## src/rtl/junction_phase_scheduler.sv

```systemverilog
// Demand-actuated 4-phase junction scheduler: round-robin green selection from
// presence requests, min/max green, yellow and all-red timing, emergency preemption.
module junction_phase_scheduler #(
    parameter int GREEN_MIN = 4,
    parameter int GREEN_MAX = 10,
    parameter int YELLOW_T  = 2,
    parameter int ALLRED_T  = 1,
    parameter int CW        = 4
) (
    input  logic          clk,
    input  logic          rst,
    input  logic          tick,
    input  logic [3:0]    req,
    input  logic          emg_req,
    input  logic [1:0]    emg_phase,
    output logic [11:0]   light_bus,
    output logic [1:0]    ps,
    output logic [CW-1:0] count,
    output logic [1:0]    active,
    output logic          emg_ack
);

    typedef enum logic [1:0] {
        ST_ALL_RED = 2'd0,
        ST_GREEN   = 2'd1,
        ST_YELLOW  = 2'd2
    } state_t;

    localparam logic [CW-1:0] GMIN_END = CW'(GREEN_MIN - 1);
    localparam logic [CW-1:0] GMAX_END = CW'(GREEN_MAX - 1);
    localparam logic [CW-1:0] YEL_END  = CW'(YELLOW_T - 1);
    localparam logic [CW-1:0] RED_END  = CW'(ALLRED_T - 1);

    state_t        state_reg;
    logic [CW-1:0] count_reg;
    logic [1:0]    active_reg;
    logic [1:0]    last_reg;

    logic [1:0]    rr_target;
    logic [1:0]    target;
    logic [3:0]    other;
    logic          demand;
    logic          green_exit;
    logic [CW-1:0] red_count_next;
    logic [CW-1:0] green_count_next;

    // Round-robin scan: descending k so the nearest phase after last wins.
    always_comb begin
        rr_target = last_reg;
        for (int k = 4; k >= 1; k--) begin
            if (req[last_reg + 2'(k)]) begin
                rr_target = last_reg + 2'(k);
            end
        end
        target = emg_req ? emg_phase : rr_target;
    end

    always_comb begin
        other            = req & ~(4'b0001 << active_reg);
        demand           = emg_req | (req != 4'b0000);
        green_exit       = (other != 4'b0000) &&
                           ((!req[active_reg] && count_reg >= GMIN_END) ||
                            count_reg >= GMAX_END);
        red_count_next   = (count_reg >= RED_END)  ? RED_END  : count_reg + 1'b1;
        green_count_next = (count_reg >= GMAX_END) ? GMAX_END : count_reg + 1'b1;
    end

    always_ff @(posedge clk) begin
        if (rst) begin
            state_reg  <= ST_ALL_RED;
            count_reg  <= '0;
            active_reg <= 2'd0;
            last_reg   <= 2'd3;
        end else if (tick) begin
            case (state_reg)
                ST_ALL_RED: begin
                    if (count_reg >= RED_END && demand) begin
                        state_reg  <= ST_GREEN;
                        count_reg  <= '0;
                        active_reg <= target;
                        last_reg   <= target;
                    end else begin
                        count_reg <= red_count_next;
                    end
                end
                ST_GREEN: begin
                    if (emg_req && emg_phase != active_reg) begin
                        state_reg <= ST_YELLOW;
                        count_reg <= '0;
                    end else if (emg_req) begin
                        count_reg <= green_count_next;
                    end else if (green_exit) begin
                        state_reg <= ST_YELLOW;
                        count_reg <= '0;
                    end else begin
                        count_reg <= green_count_next;
                    end
                end
                ST_YELLOW: begin
                    if (count_reg >= YEL_END) begin
                        state_reg <= ST_ALL_RED;
                        count_reg <= '0;
                    end else begin
                        count_reg <= count_reg + 1'b1;
                    end
                end
                default: begin
                    state_reg <= ST_ALL_RED;
                    count_reg <= '0;
                end
            endcase
        end
    end

    generate
        for (genvar gi = 0; gi < 4; gi++) begin : g_lamp
            always_comb begin
                light_bus[3*gi +: 3] = 3'b100;
                if (active_reg == 2'(gi)) begin
                    if (state_reg == ST_GREEN) begin
                        light_bus[3*gi +: 3] = 3'b001;
                    end else if (state_reg == ST_YELLOW) begin
                        light_bus[3*gi +: 3] = 3'b010;
                    end
                end
            end
        end
    endgenerate

    assign ps      = state_reg;
    assign count   = count_reg;
    assign active  = active_reg;
    assign emg_ack = (state_reg == ST_GREEN) && emg_req && (active_reg == emg_phase);

endmodule

```

## config.mk

```make
export PLATFORM = sky130hd
export DESIGN_NAME = junction_phase_scheduler
export DESIGN_NICKNAME = d
export VERILOG_FILES = /design/src/rtl/junction_phase_scheduler.sv
export SDC_FILE = /design/constraint.sdc
export NUM_CORES = 1
export LEC_CHECK = 0
export BUFFER_PORTS_ARGS = -buffer_cell sky130_fd_sc_hd__buf_2
export CAP_MARGIN = 40
export CORE_ASPECT_RATIO = 1.75
export CORE_MARGIN = 4
export CORE_UTILIZATION = 35
export CTS_CLUSTER_SIZE = 28
export DETAILED_ROUTE_END_ITERATION = 10
export PLACE_DENSITY = 0.69
export SKIP_LAST_GASP = 1
export SLEW_MARGIN = 20
export SYNTH_ARGS = -nofsm -noshare
export SYNTH_HDL_FRONTEND = slang
export SYNTH_SLANG_ARGS = --single-unit
```

## constraint.sdc

```tcl
create_clock -name clk -period 2.13 [get_ports clk]
set_input_delay 0.213 -clock clk [delete_from_list [all_inputs] [get_ports clk]]
set_output_delay 0.213 -clock clk [all_outputs]
set_load 0.02 [all_outputs]
```

==> results.tsv <==
stage	metric	value	unit
cells_and_area	drive_above_1_share	0.2895	
detailed_routing	first_iter_violations	14	
placement	port_buffers	30	
worst_hold_path	hold_class	input port to flop	
floorplan	initial_core_util	0.3686	
worst_setup_path	cp_cell_sequence	inv_1 -> ha_1 -> inv_1 -> or3_1 -> buf_2	
worst_setup_path	crit_path_top_delay_cell	ha_1	
yosys	synth_top_area_frac	0.2153	
floorplan	boundaryPins	31	
cells_and_area	instances_no_fill	178	
detailed_routing	ant_nets	0	
worst_setup_path	start_kind	flop	
placement	gp_congestion	0.8322	
sta	worst_pin_slew	0.4956	ns
yosys	yosysWarnings	0	
sta	max_freq	0.5273	GHz
cells_and_area	fill_cells	272	
global_routing	antenna_found_initial	0	
sta	hold_violations	0	
pwr	powerDensity	686.7	nW/um^2
detailed_routing	dr.pass1.iters	4	
floorplan	core_area	2522	sq um
sta	fin_skew	0.003784	ns
cells_and_area	seq_area	200.2	sq um
yosys	synthSimpleGateAreaFrac	0.3728	
floorplan	die_area	3577	sq um
yosys	synth.largest_area_cell	dfxtp_1	
outcome	status	finished, final reports clean	
yosys	synthAdderAreaFrac	0.08075	
cells_and_area	largest_register_ffs	4	
run	max_cap_viol_count	0	
pwr	p_leak	0.5476	nW
yosys	synth-xor-area-share	0.02826	
yosys	synthTopCellsByArea	dfxtp_1, ha_1, nand2_1, nand2b_1, a21oi_1	
clock_tree	clockBufferDepth	2	
clock_tree	worstSkewPairLatency	0.24	ns
clock_tree	clk_pin_slew	0.05	ns
clock_tree	cts_tree	done	
yosys	ys.flop_type	dfxtp_1	
clock_tree	cts.repair.resized	0	
worst_setup_path	crit_required	1.92	ns
sta	worst_hold_slack	0.2396	ns
cells_and_area	multiInputGateArea	680.7	sq um
clock_tree	ctsHtreeMaxLevel	1	
worst_setup_path	cp_data_arrival_time	1.68	ns
sta	period_needed	1.897	ns
worst_setup_path	cp_common_cell	inv_1	
worst_setup_path	critPathMaxStageDelay	0.44	ns
clock_tree	cts-root-buf	clkbuf_8	
yosys	synthMuxAreaShare	0.05787	
worst_setup_path	end_kind	primary output	
global_routing	grt_max_degree	15	
global_routing	grt-ovfl-total	0	
placement	placed_cells	174	
clock_tree	cts_hold_buf	0	
sta	rsz0062_at_grt	false	
yosys	synth_compound_area_frac	0.1925	
sta	slew_headroom	0.6649	
yosys	synthArstFlopShare	0	
detailed_routing	drc	0	
yosys	synthCells	120	
yosys	synth_area	929.6	sq um
cells_and_area	nets	169	
yosys	synth_nets	136	
yosys	synth_seq_area_share	0.2153	
sta	fin_setup_tns	0	ns
sta	setup_violations	0	
clock_tree	post_cts_buffers	0	
cells_and_area	diodes	0	
worst_setup_path	path_max_fanout	7	
detailed_routing	wl	2464	um
yosys	ys_seq_elements	10	
floorplan	die_h	76.18	um
yosys	synth_cell_types	44	
clock_tree	cts_buffers	3	
floorplan	rows	24	
sta	finalCritPeriodShare	0.8904	
cells_and_area	syn_to_final_growth	25.57	%
detailed_routing	avgViaCountPerCell	5.455	
pwr	power.total	801.7	uW
yosys	synth-edff-count	0	
worst_setup_path	crit_type	flop to primary output	
floorplan	die_x	46.96	um
yosys	synth_top_family_by_area	simple AND/OR/NAND/NOR gates	
detailed_routing	via_count	971	
global_routing	grt_pass1_wl	4250	um
yosys	syn_area_per_cell	7.747	sq um
global_routing	first_global_vias	978	
worst_setup_path	r2r_setup_slack	0.24	ns
pwr	ir_drop	0.3831	mV
sta	slew_violations	0	
detailed_routing	wl_per_cell	13.84	um
placement	hpwl	1988	um
global_routing	groute.usage.overall	0.1510	
clock_tree	cts.sinks	10	
[metal layers]
| layer | wire, um | global-route usage | share of wire | vias to the layer above |
|---|---|---|---|---|
| li1 | - | - | - | 493 |
| met1 | 1009 | 0.1691 | 0.41 | 449 |
| met2 | 1318 | 0.2589 | 0.53 | 23 |
| met3 | 88 | 0.03073 | 0.036 | 6 |
| met4 | 48 | 0.06094 | 0.019 | 0 |
| met5 | 0 | 0 | 0 | - |
[layout make-up]
| cell class | count | share of cell area |
|---|---|---|
| Sequential cell | 10 | 0.1715 |
| Tap cell | 26 | 0.02787 |
| Clock buffer | 4 | 0.04716 |
| Multi-Input combinational cell | 98 | 0.5831 |
| Timing Repair Buffer | 33 | 0.1479 |
| Inverter | 7 | 0.02251 |
[worst max-delay path: cells and delay by family (launching register included)]
family        cells  cell delay, ns
buf+inv           3            0.32
flops             1            0.38
simple gates      1            0.30
fa+ha+maj         1            0.44
[cell usage in the layout (no fill, tap or decap), types with 2 or more instances in the layout]
master,Yosys,layout
a211oi_1,2,2
a21oi_1,6,6
and2_1,3,3
and3_1,3,3
buf_2,3,30
buf_4,0,3
clkbuf_8,0,4
dfxtp_1,10,10
ha_1,6,6
inv_1,7,7
mux2i_1,2,2
nand2_1,14,14
nand2b_1,6,6
nand3_1,4,4
nand3b_1,2,2
nor2_1,7,7
nor2b_1,3,3
nor3_1,5,5
nor3b_1,3,3
o211ai_1,2,2
o21ai_0,3,3
o21ai_1,2,2
xor2_1,3,3
[stage by stage]
stage / util / worst slack [ns] / cell area (sq um)
final: 0.4628 / 0.2334 / 1167
after global routing: 0.4628 / 0.05965 / 1167
after CTS: 0.4628 / 0.2110 / 1167
after detailed placement: 0.4410 / 0.2544 / 1112
after global placement: 0.4410 / 0.3474 / 1112
after floorplan: - / 0.3133 / 929.6
[Yosys cell counts (all sizes together), types with 5 or more instances]
library cell / count
a21oi: 6
dfxtp: 10
ha: 6
inv: 7
nand2: 14
nand2b: 6
nand3: 5
nor2: 7
nor3: 6
o21ai: 5
[path summary, 6_finish.rpt]
check / cells past startpoint / end / start
worst max-delay path: 5 / light_bus[2] / ps[0]
worst max register to register: 6 / count[3] / active[0]
worst min register to register: 2 / count[1] / count[1]
worst min-delay path: 2 / active[1] / rst
[report_power, final]
part / switching (mW) / internal, mW / leakage (nW) / total [mW]
Combinational: 0.194 / 0.129 / 0.437 / 0.322
Clock: 0.0808 / 0.163 / 0.0288 / 0.244
Sequential: 0.0296 / 0.206 / 0.0816 / 0.235
[logic make-up after synthesis]
group | after synthesis
AO/OA/AOI/OAI | 25
XOR/XNOR | 3
adder cells (fa/ha/maj) | 6
buffers and inverters | 12
flip-flops | 10
multiplexers | 4
AND/OR/NAND/NOR | 60
(Power assumes the default switching activity.)
